$ cat src/rtl/unlock_sequencer.sv
// Key-entry sequencer: collects KEY_LEN bytes, compares them against KEY and
// drives an unlock handshake toward the lock register, with failure backoff and lockout.
module unlock_sequencer #(
  parameter int                   KEY_LEN     = 4,
  parameter logic [KEY_LEN*8-1:0] KEY         = 32'hA55AC33C,
  parameter int                   MAX_FAIL    = 3,
  parameter int                   FAIL_DELAY  = 16,
  parameter int                   ACK_TIMEOUT = 8
) (
  input  logic       clk,
  input  logic       resetn,
  input  logic       key_valid,
  input  logic [7:0] key_byte,
  output logic       key_ready,
  input  logic       locked,
  output logic       unlock,
  output logic [3:0] fail_cnt,
  output logic       lockout
);

  localparam int IW = (KEY_LEN > 1) ? $clog2(KEY_LEN) : 1;

  typedef enum logic [2:0] {IDLE, COLLECT, UNLOCK, FAIL_WAIT, LOCKOUT} state_t;

  state_t        state;
  logic [IW-1:0] idx;
  logic          mism;
  logic [7:0]    dly;
  logic [7:0]    tmo;

  // Key split into bytes, index 0 is the first byte entered (MSBs of KEY).
  logic [7:0] key_bytes [KEY_LEN];
  for (genvar g = 0; g < KEY_LEN; g++) begin : g_key
    assign key_bytes[g] = KEY[8*(KEY_LEN-1-g) +: 8];
  end

  logic       accept;
  logic       mism_nxt;
  logic [3:0] fail_nxt;
  logic       fail_lock;
  state_t     fail_state;

  assign key_ready  = (state == IDLE) || (state == COLLECT);
  assign accept     = key_valid && key_ready;
  assign mism_nxt   = mism | (key_byte != key_bytes[idx]);
  assign fail_nxt   = (fail_cnt == 4'hF) ? 4'hF : fail_cnt + 4'd1;
  assign fail_lock  = ({28'd0, fail_nxt} >= MAX_FAIL);
  assign fail_state = fail_lock ? LOCKOUT : FAIL_WAIT;

  always_ff @(posedge clk or posedge resetn) begin
    if (resetn) begin
      state    <= IDLE;
      idx      <= '0;
      mism     <= 1'b0;
      dly      <= 8'd0;
      tmo      <= 8'd0;
      unlock   <= 1'b0;
      fail_cnt <= 4'd0;
      lockout  <= 1'b0;
    end else begin
      case (state)
        IDLE, COLLECT: begin
          if (accept) begin
            if (idx == IW'(KEY_LEN-1)) begin
              idx  <= '0;
              mism <= 1'b0;
              if (!mism_nxt) begin
                state  <= UNLOCK;
                unlock <= 1'b1;
                tmo    <= 8'd0;
              end else begin
                state    <= fail_state;
                lockout  <= fail_lock;
                fail_cnt <= fail_nxt;
                dly      <= 8'd0;
              end
            end else begin
              // Mismatches only mark the attempt; every byte is still consumed.
              idx   <= idx + 1'b1;
              mism  <= mism_nxt;
              state <= COLLECT;
            end
          end
        end
        UNLOCK: begin
          if (!locked) begin
            unlock   <= 1'b0;
            fail_cnt <= 4'd0;
            state    <= IDLE;
          end else if (tmo == 8'(ACK_TIMEOUT-1)) begin
            unlock   <= 1'b0;
            state    <= fail_state;
            lockout  <= fail_lock;
            fail_cnt <= fail_nxt;
            dly      <= 8'd0;
          end else begin
            tmo <= tmo + 8'd1;
          end
        end
        FAIL_WAIT: begin
          if (dly == 8'(FAIL_DELAY-1)) state <= IDLE;
          else dly <= dly + 8'd1;
        end
        LOCKOUT: ;
        default: state <= IDLE;
      endcase
    end
  end

endmodule

$ cat config.mk
export PLATFORM = sky130hd
export DESIGN_NAME = unlock_sequencer
export DESIGN_NICKNAME = d
export VERILOG_FILES = /design/src/rtl/unlock_sequencer.sv
export SDC_FILE = /design/constraint.sdc
export NUM_CORES = 1
export LEC_CHECK = 0
export ABC_AREA = 1
export ABC_CLOCK_PERIOD_IN_PS = 1970
export BUFFER_PORTS_ARGS = -buffer_cell sky130_fd_sc_hd__buf_2
export CAP_MARGIN = 20
export CORE_UTILIZATION = 55
export DETAILED_ROUTE_END_ITERATION = 8
export GPL_ROUTABILITY_DRIVEN = 0
export PLACE_DENSITY = 0.83
export SYNTH_ARGS = -nofsm -noshare
export SYNTH_HDL_FRONTEND = slang
export SYNTH_SLANG_ARGS = --single-unit
$ cat constraint.sdc
create_clock -name clk -period 1.97 [get_ports clk]
set_input_delay 0 -clock clk [delete_from_list [all_inputs] [get_ports clk]]
set_output_delay 0 -clock clk [all_outputs]
set_load 0.005 [all_outputs]
# Word level (Yosys, flattened, before mapping)
# Cells that the tools add are included.
op_classes:
  bitwise: 3
  order_cmp: 2
  muxes: 45
  reduce_logical: 13
  n_eq_ne: 19
  n_addsub: 4
ops:
  columns: ["cell", "count"]
  rows:
  - ["8-bit 2-to-1 mux", 13]
  - ["4-bit 2-to-1 mux", 6]
  - ["8-bit case mux with 3 select lines", 1]
  - ["3-bit 2-to-1 mux", 7]
  - ["2-bit inequality test, second input constant", 9]
  - ["8-bit by 1-bit adder with 8-bit output, second input constant", 2]
  - ["8-bit binary-select mux with 2-bit select", 1]
  - ["8-bit case mux with 2 select lines", 1]
  - ["3-bit case mux with 4 select lines", 1]
  - ["6-bit AND reduction", 2]
  - ["1-bit 2-to-1 mux", 11]
  - ["5-bit AND reduction", 2]
  - ["8-bit by 3-bit == test with 1-bit output, second input constant", 1]
  - ["8-bit by 4-bit == test with 1-bit output, second input constant", 1]
  - ["8-bit inequality test", 1]
  - ["4-bit case mux with 2 select lines", 1]
  - ["7-bit AND reduction", 1]
  - ["3-bit by 2-bit == test with 1-bit output, second input constant", 2]
  - ["4-bit by 1-bit adder with 4-bit output, second input constant", 1]
  - ["4-bit == test, second input constant", 1]
  - ["4-bit by 2-bit greater-or-equal comparator with 1-bit output, second input constant", 1]
  - ["1-bit case mux with 2 select lines", 2]
  - ["4-bit AND reduction", 1]
  - ["3-bit by 1-bit == test with 1-bit output, second input constant", 1]
  - ["16 further kinds", 16]
totals:
  inputBits: 12
  output_inout_bits: 7
  wordCells: 94
  regBits: 28

# Logic depth before layout (Yosys ltp)
# Gate-level depths: netlist of run 1.
depth:
  word_depth: 10
  ltp_mapped: 12

# Worst setup path after synthesis of run 1
# Ideal clock, no wire load.
synth_path:
  path_kind: "reg-to-reg"
  startpoint: "register idx[0]"
  endpoint: "register tmo[7]"
  period_less_slack_ps: 1711
  required_time_ps: 1852
  setup_time_ps: 118
  stages_incl_launch_ff: 12
  slack_ps: 259
  arrival_time_ps: 1593
  n_path_buf: 1
  path_cell_list: "dfrtp_1 > inv_1 > ha_1 > nor2_1 > nand3_1 > nand2_1 > nand3_1 > nand2_1 > nand2_4 > buf_6 > nand2_2 > o21ai_2"
synth_via:
  elab_chain_len: 8
synth_lines:
  columns: ["item", "line", "source"]
  rows:
  - ["start, declared", "26", "logic [IW-1:0] idx;"]
  - ["start signal, assigned", "79", "idx <= idx + 1'b1;"]
  - ["2-bit NOT with 3-bit output (not written as such)", "45", "assign mism_nxt = mism | (key_byte != key_bytes[idx]);"]
  - ["8-bit binary-select mux with 2-bit select", "45", null]
  - ["8-bit 2-to-1 mux (not written as such) (2 in a row)", "45", null]
  - ["8-bit inequality test", "45", null]
  - ["1-bit OR", "45", null]
  - ["2-bit inequality test (no source line)", null, null]
  - ["6-bit AND reduction (no source line) *", null, null]
  - ["end signal, assigned", "97", "tmo <= tmo + 8'd1;"]
  - ["end, declared", "29", "logic [7:0] tmo;"]
# Mark *: on every way between the ends. The rest lies on a longest branch, timed or not. The select of a mux whose other input is x is not followed.
# A chain may end at the register's enable or synchronous reset.

# Worst setup path after layout of run 1
layout_path:
  startpoint: "register idx[0]"
  endpoint: "register state[2]"
layout_via:
  elab_chain_len: 10
layout_lines:
  columns: ["item", "line", "source"]
  rows:
  - ["2-bit NOT with 3-bit output (not written as such)", "45", null]
  - ["8-bit binary-select mux with 2-bit select", "45", null]
  - ["8-bit 2-to-1 mux (not written as such) (2 in a row)", "45", null]
  - ["8-bit inequality test", "45", null]
  - ["1-bit OR", "45", null]
  - ["3-bit 2-to-1 mux", "67", "if (!mism_nxt) begin"]
  - ["3-bit 2-to-1 mux *", "64", "if (idx == IW'(KEY_LEN-1)) begin"]
  - ["3-bit 2-to-1 mux *", "63", "if (accept) begin"]
  - ["3-bit case mux with 4 select lines *", "61", "case (state)"]
  - ["end signal, assigned", "72", "state <= fail_state;"]
  - ["end signal, assigned", "92", "state <= fail_state;"]
  - ["end, declared", "25", "state_t state;"]
# Marks and branches as above.

==> results of run 1 <==
-- cell usage after synthesis (6+ instances only) --
| library cell | n | share of area [%] |
|---|---|---|
| inv_1 | 33 | 6.6 |
| a21oi_1 | 6 | 1.6 |
| dfrtp_1 | 28 | 37 |
| nor2_1 | 25 | 5.0 |
| nand4_1 | 11 | 3.6 |
| o21ai_0 | 8 | 2.1 |
| or2_2 | 7 | 2.3 |
| nand2_1 | 83 | 17 |
| o21ai_2 | 8 | 3.7 |
| nand3_1 | 24 | 6.4 |
| ha_1 | 6 | 4.0 |
-- worst register-to-register path, delay by kind of cell, from the launching register on --
family | cells | cell delay [ns]
fa+ha+maj | 1 | 0.32
buf+inv | 1 | 0.08
flops | 1 | 0.38
simple gates | 9 | 0.91
-- flip-flops by register name, summed over array words and instances (netlist names) --
signal	cells
dly	8
fail_cnt	4
idx	2
lockout	1
mism	1
state	3
tmo	8
unlock	1
-- how the worst max path moves through the flow --
stage | startpoint | endpoint | cells after the start
floorplan | idx[0]$_DFFE_PP0P_ | tmo[7]$_DFFE_PP0P_ | 11
global placement | idx[1]$_DFFE_PP0P_ | dly[2]$_DFFE_PP0P_ | 11
finish | idx[0]$_DFFE_PP0P_ | state[2]$_DFFE_PP0P_ | 11
global route | idx[1]$_DFFE_PP0P_ | dly[6]$_DFFE_PP0P_ | 12
detailed placement | idx[1]$_DFFE_PP0P_ | dly[5]$_DFFE_PP0P_ | 12
CTS | idx[1]$_DFFE_PP0P_ | dly[5]$_DFFE_PP0P_ | 12
-- final cells by class --
cell class,instances,area (sq um)
Inverter,35,131
Clock inverter,1,30.0
Multi-Input combinational cell,200,1060
Sequential cell,28,701
Tap cell,44,55.1
Timing Repair Buffer,21,115
Clock buffer,3,22.5
Fill cell,292,1040
-- power by group through the flow --
| stage | logic (mW) | registers [mW] | clock network (mW) |
|---|---|---|---|
| floorplan | 0.0320 | 0.590 | 0 |
| global placement | 0.0543 | 0.590 | 0 |
| detailed placement | 0.0564 | 0.590 | 0 |
| CTS | 0.0581 | 0.580 | 0.394 |
| global route | 0.0686 | 0.580 | 0.409 |
| finish | 0.0578 | 0.580 | 0.382 |
-- layer usage --
| layer | vias up | GRT usage (%) |
|---|---|---|
| met5 | - | 0 |
| met4 | 0 | 6.49 |
| met3 | 2 | 5.12 |
| met2 | 36 | 42.7 |
| met1 | 769 | 30.2 |
| li1 | 895 | - |
-- logic make-up after synthesis --
logic type | count (synthesis)
AND/OR/NAND/NOR | 165
buffers and inverters | 36
flip-flops | 28
AO/OA/AOI/OAI | 25
adder cells (fa/ha/maj) | 6
XOR/XNOR | 4
-- repair_timing --
item / in CTS / in global routing
gates resized for setup: 0 / 4
endpoints found under the hold margin: 28 / 0
setup endpoints to repair: 0 / 23
hold buffers: 1 / 0
-- metrics by stage --
stage                     hold slack [ns]  cell area, sq um
after floorplan                    0.0654              1890
after global placement             0.0855              2030
after detailed placement           0.0903              2030
after CTS                          0.0814              2100
after global routing                0.141              2110
final                              0.0954              2110
==> flow_summary_export.csv, run 1 <==
group,metric,value,unit
global_routing,grt_pass1_wl,6670,um
routing,wl_met3,163,um
layout,final_cells,332,
placed_design,numPortBuffers,18,
power,power.total,1.02,mW
placed_design,place_inst,327,
worst_hold_path,hold_depth,5,
worst_setup_path,reg2reg_depth,11,
worst_setup_path,path_class,"reg2reg",
worst_setup_path,arrival,2.02,ns
worst_setup_path,r2r_slack,0.19,ns
cts,cts_setup_buffers,0,
routing,route.met2.wl,1810,um
power,clock_power_share,37.5,%
power,comb_power_share,5.7,%
timing,worstMarginPinSlew,0.425,ns
worst_hold_path,hold_end,"idx[0]$_DFFE_PP0P_",
global_routing,track_usage,24.3,%
cts,cts_max_level,1,
logic_synthesis,synthFlopType,"dfrtp_1",
timing,slew_violations,0,
die,rows,20,
global_routing,grt_antenna_before_repair,0,
worst_setup_path,critPathRequiredTime,2.21,ns
worst_hold_path,min_from,"key_valid",
power,p_sw_share,21.0,%
layout,layout-drive-gt1-share,19.8,%
power,cell_internal_pwr,0.806,mW
layout,nNetsFinal,307,
worst_setup_path,r2r-start,"idx[0]$_DFFE_PP0P_",
routing,drc,0,
logic_synthesis,synth_seq_area_share,37.2,%
routing,antenna_left,0,
routing,routed_wl,3720,um
worst_setup_path,crit_fanout,9,
routing,drtIter0Drc,138,
worst_setup_path,startpoint_type,"flop",
logic_synthesis,synth_edf_count,0,
logic_synthesis,synth_nets,282,
timing,min_period_over_period,90.5,%
logic_synthesis,synth_seq_cells,28,
worst_setup_path,cp_slowest_stage_delay,0.38,ns
outcome,status,"complete, no violations",
logic_synthesis,synthSimpleGateAreaFrac,40.4,%
logic_synthesis,ys_types,25,
logic_synthesis,synth_xor_area_share,1.86,%
logic_synthesis,netlist_instances,264,
worst_setup_path,crit_chain,"inv_1 > ha_1 > nand2_1 > nor2_1 > nand2_1 > nand2_1 > nand3_2 > nand2_1 > nand2_2 > nand4_1 > nand2_1",
power,vdd_drop_max,537,uV
logic_synthesis,syn_avg_cell_area,7.14,sq um
power,switchingPower,0.214,mW
placed_design,post-place-ws,0.0417,ns
placed_design,dp_hpwl,2810,um
cts,tritoncts,"built",
timing,setup_slack,0.187,ns
worst_setup_path,cpMostUsedCell,"nand2_1",
timing,setup_viol,0,
logic_synthesis,synthAdderAreaFrac,3.98,%
layout,mostFrequentLayoutCells,"nand2_1, inv_1, dfrtp_1",
die,die_w,60.6,um
power,p_leak,1.15,nW
routing,via_per_inst,5.13,
global_routing,grt_overflow_total,0,
timing,max_slew_margin,71.6,%
worst_setup_path,r2r-end,"state[2]$_DFFE_PP0P_",
die,die-area,0.00367,sq mm
cts,clockBufferDepth,2,
timing,fin_skew,0.0102,ns
routing,highest_layer,"met4",
die,start_util,59.8,%
timing,fmax,561,MHz
worst_setup_path,end_kind,"flop",
cts,clock_latency,0.34,ns
layout,final_common_cell,"nand2_1",
layout,antenna_cells,0,
logic_synthesis,synth_area,0.00189,sq mm
routing,route.layer.met1.wl,1720,um
routing,wire_per_inst,11.2,um
worst_setup_path,critical_path.top_delay_family,"simple AND/OR/NAND/NOR gates",
die,coreArea,0.00315,sq mm
global_routing,grt_max_degree,29,
layout,area_delta_synth_final,12.0,%
logic_synthesis,synthMuxAreaShare,0,%
timing,fin_setup_tns,0,ns
cts,cts-root-buf,"clkbuf_4",
cts,clock_sinks,28,
routing,vias,1702,
power,share_seq_of_total_power,56.8,%
logic_synthesis,synth_top_family_by_area,"simple AND/OR/NAND/NOR gates",
layout,fin_util,67.0,%
die,ios,19,
cts,clkTransAtPathRegs,0.15,ns
logic_synthesis,synthArstFlopShare,100,%
worst_hold_path,hold_path_class,"in2reg",
logic_synthesis,yosysWarnings,0,
timing,fin_crit,1.78,ns
worst_setup_path,cp_slowest_cell,"dfrtp_1",
logic_synthesis,synth_compound_gate_area_share,9.02,%
worst_setup_path,cp_num_buf_inv,1,
die,fp.dieH,60.6,um
timing,hold_viol,0,
flow_run,drv_cap,0,
timing,rsz0062_at_grt,"false",
global_routing,grt_pass1_vias,1619,
cts,numCtsBuffers,3,
routing,drtPass1Iterations,4,
power,cellPowerDensity,483,mW/mm^2
Power figures use the tool's default switching activity.
==> inputs of run 2 (changes only) <==
--- a/config.mk
+++ b/config.mk
@@ -12,6 +12,7 @@
 export CORE_UTILIZATION = 55
 export DETAILED_ROUTE_END_ITERATION = 8
 export GPL_ROUTABILITY_DRIVEN = 0
+export GPL_TIMING_DRIVEN = 0
 export PLACE_DENSITY = 0.83
 export SYNTH_ARGS = -nofsm -noshare
 export SYNTH_HDL_FRONTEND = slang
==> run 2 against run 1 <==
- non-clock buffer count unchanged
- total power down 13%
- clock-buffer cell count unchanged
- combinational power up 11%
- routed wire length down 3.0%
- maximum frequency up 0.73%
==> flow_summary_export.csv, run 2 (synthesis gave the netlist of run 1 again) <==
group,metric,value,unit
layout,layout-drive-gt1-share,20.9,%
cts,clock_latency,0.33,ns
worst_setup_path,reg2reg_depth,12,
routing,drtIter0Drc,129,
worst_hold_path,hold_end,"mism$_DFFE_PP0P_",
routing,routed_wl,3600,um
worst_hold_path,hold_depth,5,
timing,slew_violations,0,
routing,drtPass1Iterations,4,
routing,wire_per_inst,10.9,um
outcome,status,"complete, no violations",
worst_setup_path,cpMostUsedCell,"nand2_1",
die,ios,19,
die,coreArea,0.00315,sq mm
worst_setup_path,r2r-end,"tmo[7]$_DFFE_PP0P_",
timing,hold_viol,0,
timing,fin_skew,0.00214,ns
placed_design,dp_hpwl,2620,um
power,switchingPower,0.209,mW
cts,tritoncts,"built",
worst_setup_path,r2r-start,"idx[1]$_DFFE_PP0P_",
power,clock_power_share,27.3,%
power,share_seq_of_total_power,65.4,%
die,fp.dieH,60.6,um
power,p_leak,1.14,nW
flow_run,drv_cap,0,
global_routing,grt_pass1_vias,1495,
routing,vias,1665,
worst_setup_path,arrival,2.01,ns
layout,reg.largest.list,"dly (8), tmo (8), fail_cnt (4)",
timing,min_period_over_period,89.9,%
routing,antenna_left,0,
worst_setup_path,path_class,"reg2reg",
worst_setup_path,crit_chain,"inv_1 > ha_4 > nand2_1 > nor2_1 > nand2_1 > nand2_1 > nand3_2 > nand2_2 > nand2_4 > buf_6 > nand2_2 > o21ai_2",
timing,setup_viol,0,
worst_setup_path,cp_slowest_cell,"dfrtp_1",
timing,fin_crit,1.77,ns
cts,numCtsBuffers,3,
worst_setup_path,startpoint_type,"flop",
timing,fmax,565,MHz
global_routing,grt_pass1_wl,6120,um
worst_hold_path,hold_path_class,"in2reg",
global_routing,grt_overflow_total,0,
worst_setup_path,r2r_slack,0.20,ns
worst_setup_path,cp_slowest_stage_delay,0.40,ns
worst_setup_path,crit_fanout,10,
routing,via_per_inst,5.03,
global_routing,grt_max_degree,29,
power,vdd_drop_max,266,uV
timing,whs,0.0992,ns
worst_setup_path,end_kind,"flop",
layout,nNetsFinal,307,
global_routing,track_usage,21.8,%
cts,cts_max_level,1,
layout,postLayoutCellArea,0.00213,sq mm
layout,mostFrequentLayoutCells,"nand2_1, inv_1, dfrtp_1",
power,cell_internal_pwr,0.677,mW
layout,final_common_cell,"nand2_1",
die,start_util,59.8,%
cts,clkTransAtPathRegs,0.15,ns
die,die-area,0.00367,sq mm
placed_design,dpl-instance-area,0.00203,sq mm
power,power.total,0.886,mW
die,rows,20,
timing,max_slew_margin,62.4,%
layout,antenna_cells,0,
layout,fillers,285,
cts,clock_sinks,28,
layout,area_delta_synth_final,12.9,%
routing,drc,0,
die,die_w,60.6,um
worst_hold_path,min_from,"key_valid",
timing,worstMarginPinSlew,0.563,ns
cts,cts-root-buf,"clkbuf_4",
power,p_sw_share,23.6,%
timing,rsz0062_at_grt,"false",
placed_design,numPortBuffers,18,
worst_setup_path,critPathRequiredTime,2.21,ns
cts,clockBufferDepth,2,
global_routing,grt_antenna_before_repair,0,
cts,cts_setup_buffers,0,
power,cellPowerDensity,416,mW/mm^2
power,comb_power_share,7.3,%
run 2: area by class of cell:
| class | count | area [sq um] | share of cell area, % |
|---|---|---|---|
| tap | 44 | 55.1 | 2.59 |
| inverter | 35 | 131 | 6.17 |
| sequential | 28 | 701 | 32.9 |
| buffer | 1 | 11.3 | 0.529 |
| clock buffer | 3 | 22.5 | 1.06 |
| multi-input combinational | 200 | 1080 | 50.8 |
| timing repair buffer | 20 | 128 | 5.99 |
run 2: critical path, delay by kind of cell (launching register included):
kind	cells	cell delay, ns
flip-flops	1	0.40
AO/OA/AOI/OAI	1	0.04
AND/OR/NAND/NOR	8	0.68
buffers and inverters	2	0.25
adder cells (fa/ha/maj)	1	0.28
run 2: what timing repair did:
item                                    4_1_cts  5_1_grt
gates resized for setup                       2        7
endpoints found under the hold margin        28        0
endpoints found under the setup margin        8       23
pin swaps                                     1        1
hold buffers                                  1        0
run 2: power groups by stage:
| stage | Clock, mW | Sequential (mW) | Combinational [mW] |
|---|---|---|---|
| final | 0.242 | 0.580 | 0.0644 |
| after global routing | 0.265 | 0.580 | 0.0758 |
| after CTS | 0.245 | 0.580 | 0.0540 |
| after detailed placement | 0 | 0.590 | 0.0521 |
| after global placement | 0 | 0.590 | 0.0506 |
| after floorplan | 0 | 0.590 | 0.0320 |
run 2: through the flow:
stage	util [%]	TNS (ns)	worst slack (ns)	cells
floorplan	-	0	0.259	264
global placement	64.4	0	0.0108	326
detailed placement	64.4	-0.0723	-0.0156	326
CTS	65.7	0	0.0321	330
global route	67.5	0	0.00745	331
finish	67.5	0	0.200	331
run 2: how the worst max path moves through the flow:
stage                       startpoint            endpoint  slack, ns  cells after the start
detailed placement  idx[0]$_DFFE_PP0P_  dly[6]$_DFFE_PP0P_      -0.02                     11
floorplan           idx[0]$_DFFE_PP0P_  tmo[7]$_DFFE_PP0P_       0.26                     11
global placement    idx[0]$_DFFE_PP0P_  dly[0]$_DFFE_PP0P_       0.01                     11
finish              idx[1]$_DFFE_PP0P_  tmo[7]$_DFFE_PP0P_       0.20                     12
CTS                 idx[0]$_DFFE_PP0P_  tmo[7]$_DFFE_PP0P_       0.03                     11
global route        idx[1]$_DFFE_PP0P_  tmo[7]$_DFFE_PP0P_      0.007                     12
run 2: routing by layer:
layer  up-vias  GRT usage, %  part of all wire (%)
met5         -             0                     0
met4         0          5.84                  0.94
met3         4          2.56                   2.6
met2        24          37.8                    47
met1       745          28.8                    49
li1        892             -                     -
